`src/rtl/pong_score_keeper.sv`:
```
// Pong score keeper: two BCD scores, game-over detection at WIN_SCORE, and
// time-multiplexed display of one player's score on a pair of 7-seg digits.
module pong_score_keeper #(
    parameter int WIN_SCORE  = 11,        // 1..99
    parameter int ALT_CYCLES = 25000000   // >= 2
) (
    input  logic       clock,
    input  logic       reset,
    input  logic       point_p1,
    input  logic       point_p2,
    input  logic       restart,
    output logic [3:0] digit_tens,
    output logic [3:0] digit_ones,
    output logic       blank_tens,
    output logic       showing_p2,
    output logic       game_over,
    output logic       winner
);

    localparam int              CW      = (ALT_CYCLES > 2) ? $clog2(ALT_CYCLES) : 1;
    localparam logic [CW-1:0]   CNT_MAX = CW'(ALT_CYCLES - 1);
    localparam logic [7:0]      WIN_BCD = {4'(WIN_SCORE / 10), 4'(WIN_SCORE % 10)};

    typedef enum logic {
        PLAY      = 1'b0,
        GAME_OVER = 1'b1
    } state_t;

    // Scores kept as {tens, ones}, each nibble always 0..9.
    state_t          state_q, state_d;
    logic [7:0]      p1_q, p1_d;
    logic [7:0]      p2_q, p2_d;
    logic [CW-1:0]   cnt_q, cnt_d;
    logic            show_q, show_d;
    logic            winner_q, winner_d;

    logic [7:0]      p1_inc, p2_inc;
    logic            p1_win, p2_win;

    // Decimal increment straight on the digits; no value above 99 is reachable.
    function automatic logic [7:0] bcd_inc(input logic [7:0] s);
        if (s[3:0] == 4'd9)
            return {s[7:4] + 4'd1, 4'd0};
        else
            return {s[7:4], s[3:0] + 4'd1};
    endfunction

    // Next-state: restart beats everything; PLAY scores and alternates; GAME_OVER freezes.
    always_comb begin
        state_d  = state_q;
        p1_d     = p1_q;
        p2_d     = p2_q;
        cnt_d    = cnt_q;
        show_d   = show_q;
        winner_d = winner_q;

        p1_inc = bcd_inc(p1_q);
        p2_inc = bcd_inc(p2_q);
        p1_win = point_p1 && (p1_inc == WIN_BCD);
        p2_win = point_p2 && (p2_inc == WIN_BCD);

        if (restart) begin
            state_d  = PLAY;
            p1_d     = 8'h00;
            p2_d     = 8'h00;
            cnt_d    = '0;
            show_d   = 1'b0;
            winner_d = 1'b0;
        end else begin
            case (state_q)
                PLAY: begin
                    if (point_p1) p1_d = p1_inc;
                    if (point_p2) p2_d = p2_inc;

                    if (cnt_q == CNT_MAX) begin
                        cnt_d  = '0;
                        show_d = ~show_q;
                    end else begin
                        cnt_d  = cnt_q + 1'b1;
                    end

                    // Player 1 wins a simultaneous finish; display locks to the winner.
                    if (p1_win || p2_win) begin
                        state_d  = GAME_OVER;
                        winner_d = !p1_win;
                        show_d   = !p1_win;
                        cnt_d    = cnt_q;
                    end
                end
                GAME_OVER: begin
                    state_d = GAME_OVER;
                end
                default: begin
                    state_d = PLAY;
                end
            endcase
        end
    end

    // State register with synchronous reset.
    always_ff @(posedge clock) begin
        if (reset) begin
            state_q  <= PLAY;
            p1_q     <= 8'h00;
            p2_q     <= 8'h00;
            cnt_q    <= '0;
            show_q   <= 1'b0;
            winner_q <= 1'b0;
        end else begin
            state_q  <= state_d;
            p1_q     <= p1_d;
            p2_q     <= p2_d;
            cnt_q    <= cnt_d;
            show_q   <= show_d;
            winner_q <= winner_d;
        end
    end

    // Display mux feeding the two 7-seg decoders.
    always_comb begin
        digit_tens = show_q ? p2_q[7:4] : p1_q[7:4];
        digit_ones = show_q ? p2_q[3:0] : p1_q[3:0];
        blank_tens = (digit_tens == 4'd0);
    end

    assign showing_p2 = show_q;
    assign game_over  = (state_q == GAME_OVER);
    assign winner     = winner_q;

endmodule

```
`config.mk`:
```
export PLATFORM = sky130hd
export DESIGN_NAME = pong_score_keeper
export DESIGN_NICKNAME = d
export VERILOG_FILES = /design/src/rtl/pong_score_keeper.sv
export SDC_FILE = /design/constraint.sdc
export NUM_CORES = 1
export LEC_CHECK = 0
export BUFFER_PORTS_ARGS = -buffer_cell sky130_fd_sc_hd__buf_2
export CORE_ASPECT_RATIO = 0.8
export CORE_MARGIN = 5
export CORE_UTILIZATION = 54
export DETAILED_ROUTE_END_ITERATION = 7
export GPL_ROUTABILITY_DRIVEN = 0
export GPL_TIMING_DRIVEN = 0
export PLACE_DENSITY = 0.77
export SYNTH_ARGS = -nofsm -noshare
export SYNTH_HDL_FRONTEND = slang
export SYNTH_SLANG_ARGS = --single-unit
```
`constraint.sdc`:
```
create_clock -name clock -period 1.83 [get_ports clock]
set_input_delay 0.2745 -clock clock [delete_from_list [all_inputs] [get_ports clock]]
set_output_delay 0.2745 -clock clock [all_outputs]
set_load 0.01 [all_outputs]
```
# After elaboration in Yosys (flattened, before gate mapping)
# Index checks and enable logic that the tools add are counted.
# op_classes
addsub	5
eq_ne	5
n_mux	9
n_bitwise	3
reduce_logical	12
# op_table
cell	count
adder 25 x 1 -> 25 bit, second input constant	1
== test 25 bit, second input constant	1
2-to-1 mux 25 bit	1
adder 4 x 1 -> 4 bit, second input constant	4
== test 8 x 5 -> 1 bit, second input constant	2
2-to-1 mux 8 bit	2
AND reduction 2 bit	5
== test 4 bit, second input constant	2
2-to-1 mux 4 bit	2
logical NOT 4 bit	1
2-to-1 mux 1 bit	3
NOT 1 bit	3
logical AND 1 bit	2
case mux 1 bit (2 select lines)	1
nonzero test 2 bit	1
OR reduction 2 bit	1
logical NOT 1 bit	1
logical OR 1 bit	1
# totals
ff_bits	44
out_inout_bits	12
wordCells	40

# Depth between registers and ports, before layout
# logic_depth
depth_word	7
depth_mapped	9
depth_no_buf	6

# Least setup slack after synthesis
# No wires, ideal clock.
# synth_path
kind	reg2reg
startpoint	reg p1_q[2]
endpoint	reg cnt_q[5]
setup_ns	0.074
arrival_ns	1.859
required_ns	1.756
setup_slack_ns	-0.103
path_stages_with_launch	7
period_less_slack_ns	1.933
path_cell_list	dfxtp_1 > and4bb_4 > mux2i_1 > o221ai_2 > buf_6 > or4_1 > a31oi_1
# synth_between
elab_chain_len	7
elab_cells_between_ends	8
classes_between	add/sub: 1; eq/ne: 2; mux: 1; bitwise: 1; reduce/logical: 3
# synth_lines
item	line_no	rtl
start, declared	31	logic [7:0] p1_q, p1_d;
start signal, assigned	111	p1_q <= p1_d;
adder 4 x 1 -> 4 bit or == test 4 bit (tied branches)	45, 42	
2-to-1 mux 8 bit *	42	if (s[3:0] == 4'd9)
== test 8 x 5 -> 1 bit *	59	p1_win = point_p1 && (p1_inc == WIN_BCD);
logical AND 1 bit *	59	
logical OR 1 bit *	83	if (p1_win || p2_win) begin
NOT 1 bit (no line) *	n/a	
AND reduction 2 bit (no line) *	n/a	
end signal, assigned	113	cnt_q <= cnt_d;
end, declared	33	logic [CW-1:0] cnt_q, cnt_d;
# Every way passes the cells marked *; elsewhere a longest branch is shown, timed or not.
# A chain may end at the register's enable or synchronous reset.

# Worst setup path after layout
# layout_path
startpoint	reg cnt_q[0]
endpoint	reg cnt_q[14]
# layout_between
elab_chain_len	2
elab_cells_between_ends	3
classes_between	add/sub: 1; eq/ne: 1; mux: 1
# layout_lines
item	line_no	rtl
adder 25 x 1 -> 25 bit or == test 25 bit (tied branches)	79, 75	
2-to-1 mux 25 bit *	75	if (cnt_q == CNT_MAX) begin
# Marks and branches as above.

==> metrics.md <==
| Metric | Value |
|---|---|
| DRC errors left | 0 |
| CTS tree | yes |
| Syn Area/Cell | just over 8 sq um |
| Initial core utilization | approximately 55% |
| Final min period | 2.06 ns |
| GRT Util Overall | 23.8% |
| Fmax | between 400 and 500 MHz |
| Yosys warns | 0 |
| Clk_skew | 0.00813 ns |
| First-pass GRT wire length | between 10 and 15 mm |
| CP max-delay cell | or4_1 |
| GRT met3 Usage | about 6.4% |
| WP data arrival | roughly 2.3 ns |
| Area growth syn-to-layout | 35.2% |
| Core area | between 4000 and 5000 sq um |
| Routing usage on met1 | ~34% |
| Hold Crit Class | in2reg |
| Largest net degree at the start of global routing | 14 |
| Antenna diode count | 0 |
| Slew margin rel. | ~60% |
| RSZ-0062 raised after global routing | true |
| Hold WS | 0.282 ns |
| Leak Pwr | ~0.0012 uW |
| Slew @ Worst Pin | between 0.6 and 0.7 ns |
| Mapped Nets | roughly 310 |
| Post-route setup slack | -0.234 ns |
| Clk sink count | 44 |
| DIE HEIGHT | slightly above 70 microns |
| Worst skew pair latency | 0.31 ns |
| Nets | about 370 |
| Post-synth top area cell | dfxtp_1 |
| Syn Inst Count | between 300 and 400 |
| # rows | 22 |
| CP required | 2.06 ns |
| Post-detailed-route wirelength per cell | 19.0 microns |
| Most frequent cells in the layout | buf_4, nor2_1, nand2_1 |
| Max-slew violation count | 0 |
| Synth Register Bits | between 40 and 50 |
| Clk buf depth | 2 |
| Top-Level Pins | 17 |
| Via count | 2769 |
| Die area | about 6100 sq um |
| Congestion Overflow GR | 0 |
| Most common cell after layout, fill and taps aside | buf_4 |
| Initial DRC Count | 390 |
| Vias per cell | ~6.6 |
| Worst Setup End Kind | register |
| Setup_tns | -3.37 ns |
| Ratio of cells with drive above 1 in the final layout | 39.7% |
| Root buf cell | clkbuf_8 |
| Status | finished with violations |
| Power Dens Cells | about 530 nW/um^2 |
| Number of flops mapped to enable cells by yosys | 0 |
| Fin crit share | 113% |
| Post-DP HPWL | between 4 and 5 mm |
| Finished Core Util | 74.6% |
| Cell count of the worst hold path | 4 |
| Pre-CTS WS | -0.397 ns |
| Vias in the first global route | about 2400 |
| Worst path cell trace | ha_2 > nand2_2 > nor4_4 > buf_4 > nand2_1 > or4_1 > a21oi_1 |
| Top area cells in the synthesized netlist | dfxtp_1, a21oi_1, or4_1 |
| Layer carrying the most global-route usage | met1 |
| FILL cells | 304 |
| Initial antenna violation count | 0 |
| Final hold vios | 0 |
| Crit Path Max Fanout | 6 |
| Die W | roughly 86 microns |
| Max_cap viols | 0 |
| Reg2reg path depth | 7 |
| I/O Buffers | 16 |
| Num CTS Buffers | 5 |
| Worst setup SP type | register |
| H-tree lvl count | 2 |
| Worst-path clk slew | roughly 0.080 ns |
| Multi-input logic area | roughly 1800 sq um |
| 1st-pass router iterations | 6 |
| Ys flop type | dfxtp_1 |
| Post-synthesis cell type count | 55 |
| Yosys top cell area share | about a third |
| Async S/R FF share, synth | 0% |
| Total Wirelength | 7.92 mm |
| VDD IR max | ~0.46 mV |
| Storage element area | 932 sq um |
| Antenna Nets Post-Route | 0 |
| Final setup violating endpoints | 27 |
| CP max stage delay | between 0.5 and 0.6 ns |
| Post-Syn Area | between 2000 and 3000 sq um |
| Failing checks | setup timing |
| Setup CP Type | reg2reg |
| Global routing usage on met2 | approximately a third |
| Sequential cell area fraction in the yosys report | a little over a third |
-- final cells by class --
type	instances	share of cell area, %
buffer	12	2.70
clock inverter	2	1.03
sequential	44	27.5
tap	60	2.22
clock buffer	6	2.14
multi-input combinational	237	53.4
inverter	9	0.997
timing repair buffer	48	10.0
-- final timing paths --
kind	endpoint	from	slack (ns)
max reg2reg	cnt_q[14]	cnt_q[0]	-0.23
min reg2reg	cnt_q[12]	cnt_q[12]	0.50
min	cnt_q[16]	reset	0.28
max	cnt_q[14]	cnt_q[0]	-0.23
-- where the power goes --
group	internal (uW)	switching, uW
Sequential	951	10.2
Clock	406	351
Combinational	25.4	41.8
-- synthesized netlist by cell type (all sizes together), types with 2 or more instances --
| library cell | number |
|---|---|
| a21oi | 21 |
| a22oi | 3 |
| a31oi | 7 |
| and2 | 2 |
| and3 | 2 |
| buf | 7 |
| clkbuf | 8 |
| dfxtp | 44 |
| ha | 3 |
| inv | 9 |
| mux2 | 8 |
| mux2i | 3 |
| nand2 | 26 |
| nand3 | 16 |
| nand4 | 9 |
| nor2 | 26 |
| nor2b | 7 |
| nor3 | 8 |
| nor3b | 4 |
| nor4 | 7 |
| nor4b | 4 |
| o211ai | 4 |
| o21ai | 20 |
| o221a | 3 |
| o31ai | 2 |
| or2 | 4 |
| or3 | 8 |
| or4 | 14 |
| xnor2 | 5 |
| xor2 | 5 |
-- what timing repair did --
action	CTS	global route
pin swaps	10	11
buffers inserted	18	12
cloned	1	1
hold buffers	0	0
resized for setup	46	42
setup endpoints to repair	36	28
-- registers in the layout (all words and copies together), names as in the netlist --
| signal | flops |
|---|---|
| p2_q | 8 |
| p1_q | 8 |
| game_over | 1 |
| showing_p2 | 1 |
| cnt_q | 25 |
| winner | 1 |
-- metal layers --
metal / vias up / share of wire [%]
met5: - / 0
met4: 0 / 3.2
met3: 42 / 10
met2: 169 / 44
met1: 1308 / 42
li1: 1250 / -
-- through the flow --
step	total power [uW]	instances	cell area [sq um]
3_3_place_gp	1050	381	2700
6_report	1780	418	3390
5_1_grt	1840	418	3390
2_1_floorplan	1030	305	2540
3_5_place_dp	1050	381	2700
4_1_cts	1780	406	3110
-- critical path: cells and delay by family (launching register included) --
family / cells / cell delay (ns)
flip-flops: 1 / 0.39
adder cells (fa/ha/maj): 1 / 0.21
AO/OA/AOI/OAI: 1 / 0.17
AND/OR/NAND/NOR: 4 / 1.03
buffers and inverters: 1 / 0.19
-- kinds of logic (layout without fill, tap and decap cells) --
kind of cell / Yosys count / count (layout) / synth area share [%]
buffers and inverters: 24 / 77 / 4.29
DFF: 44 / 44 / 35.1
AOI/OAI and AO/OA: 68 / 68 / 17.0
and+or+nand+nor: 145 / 145 / 33.8
muxes: 11 / 11 / 4.79
adders and majority gates: 3 / 3 / 1.50
xor gates and xnor gates: 10 / 10 / 3.49
Note: power is estimated with default switching activity, not from simulation.
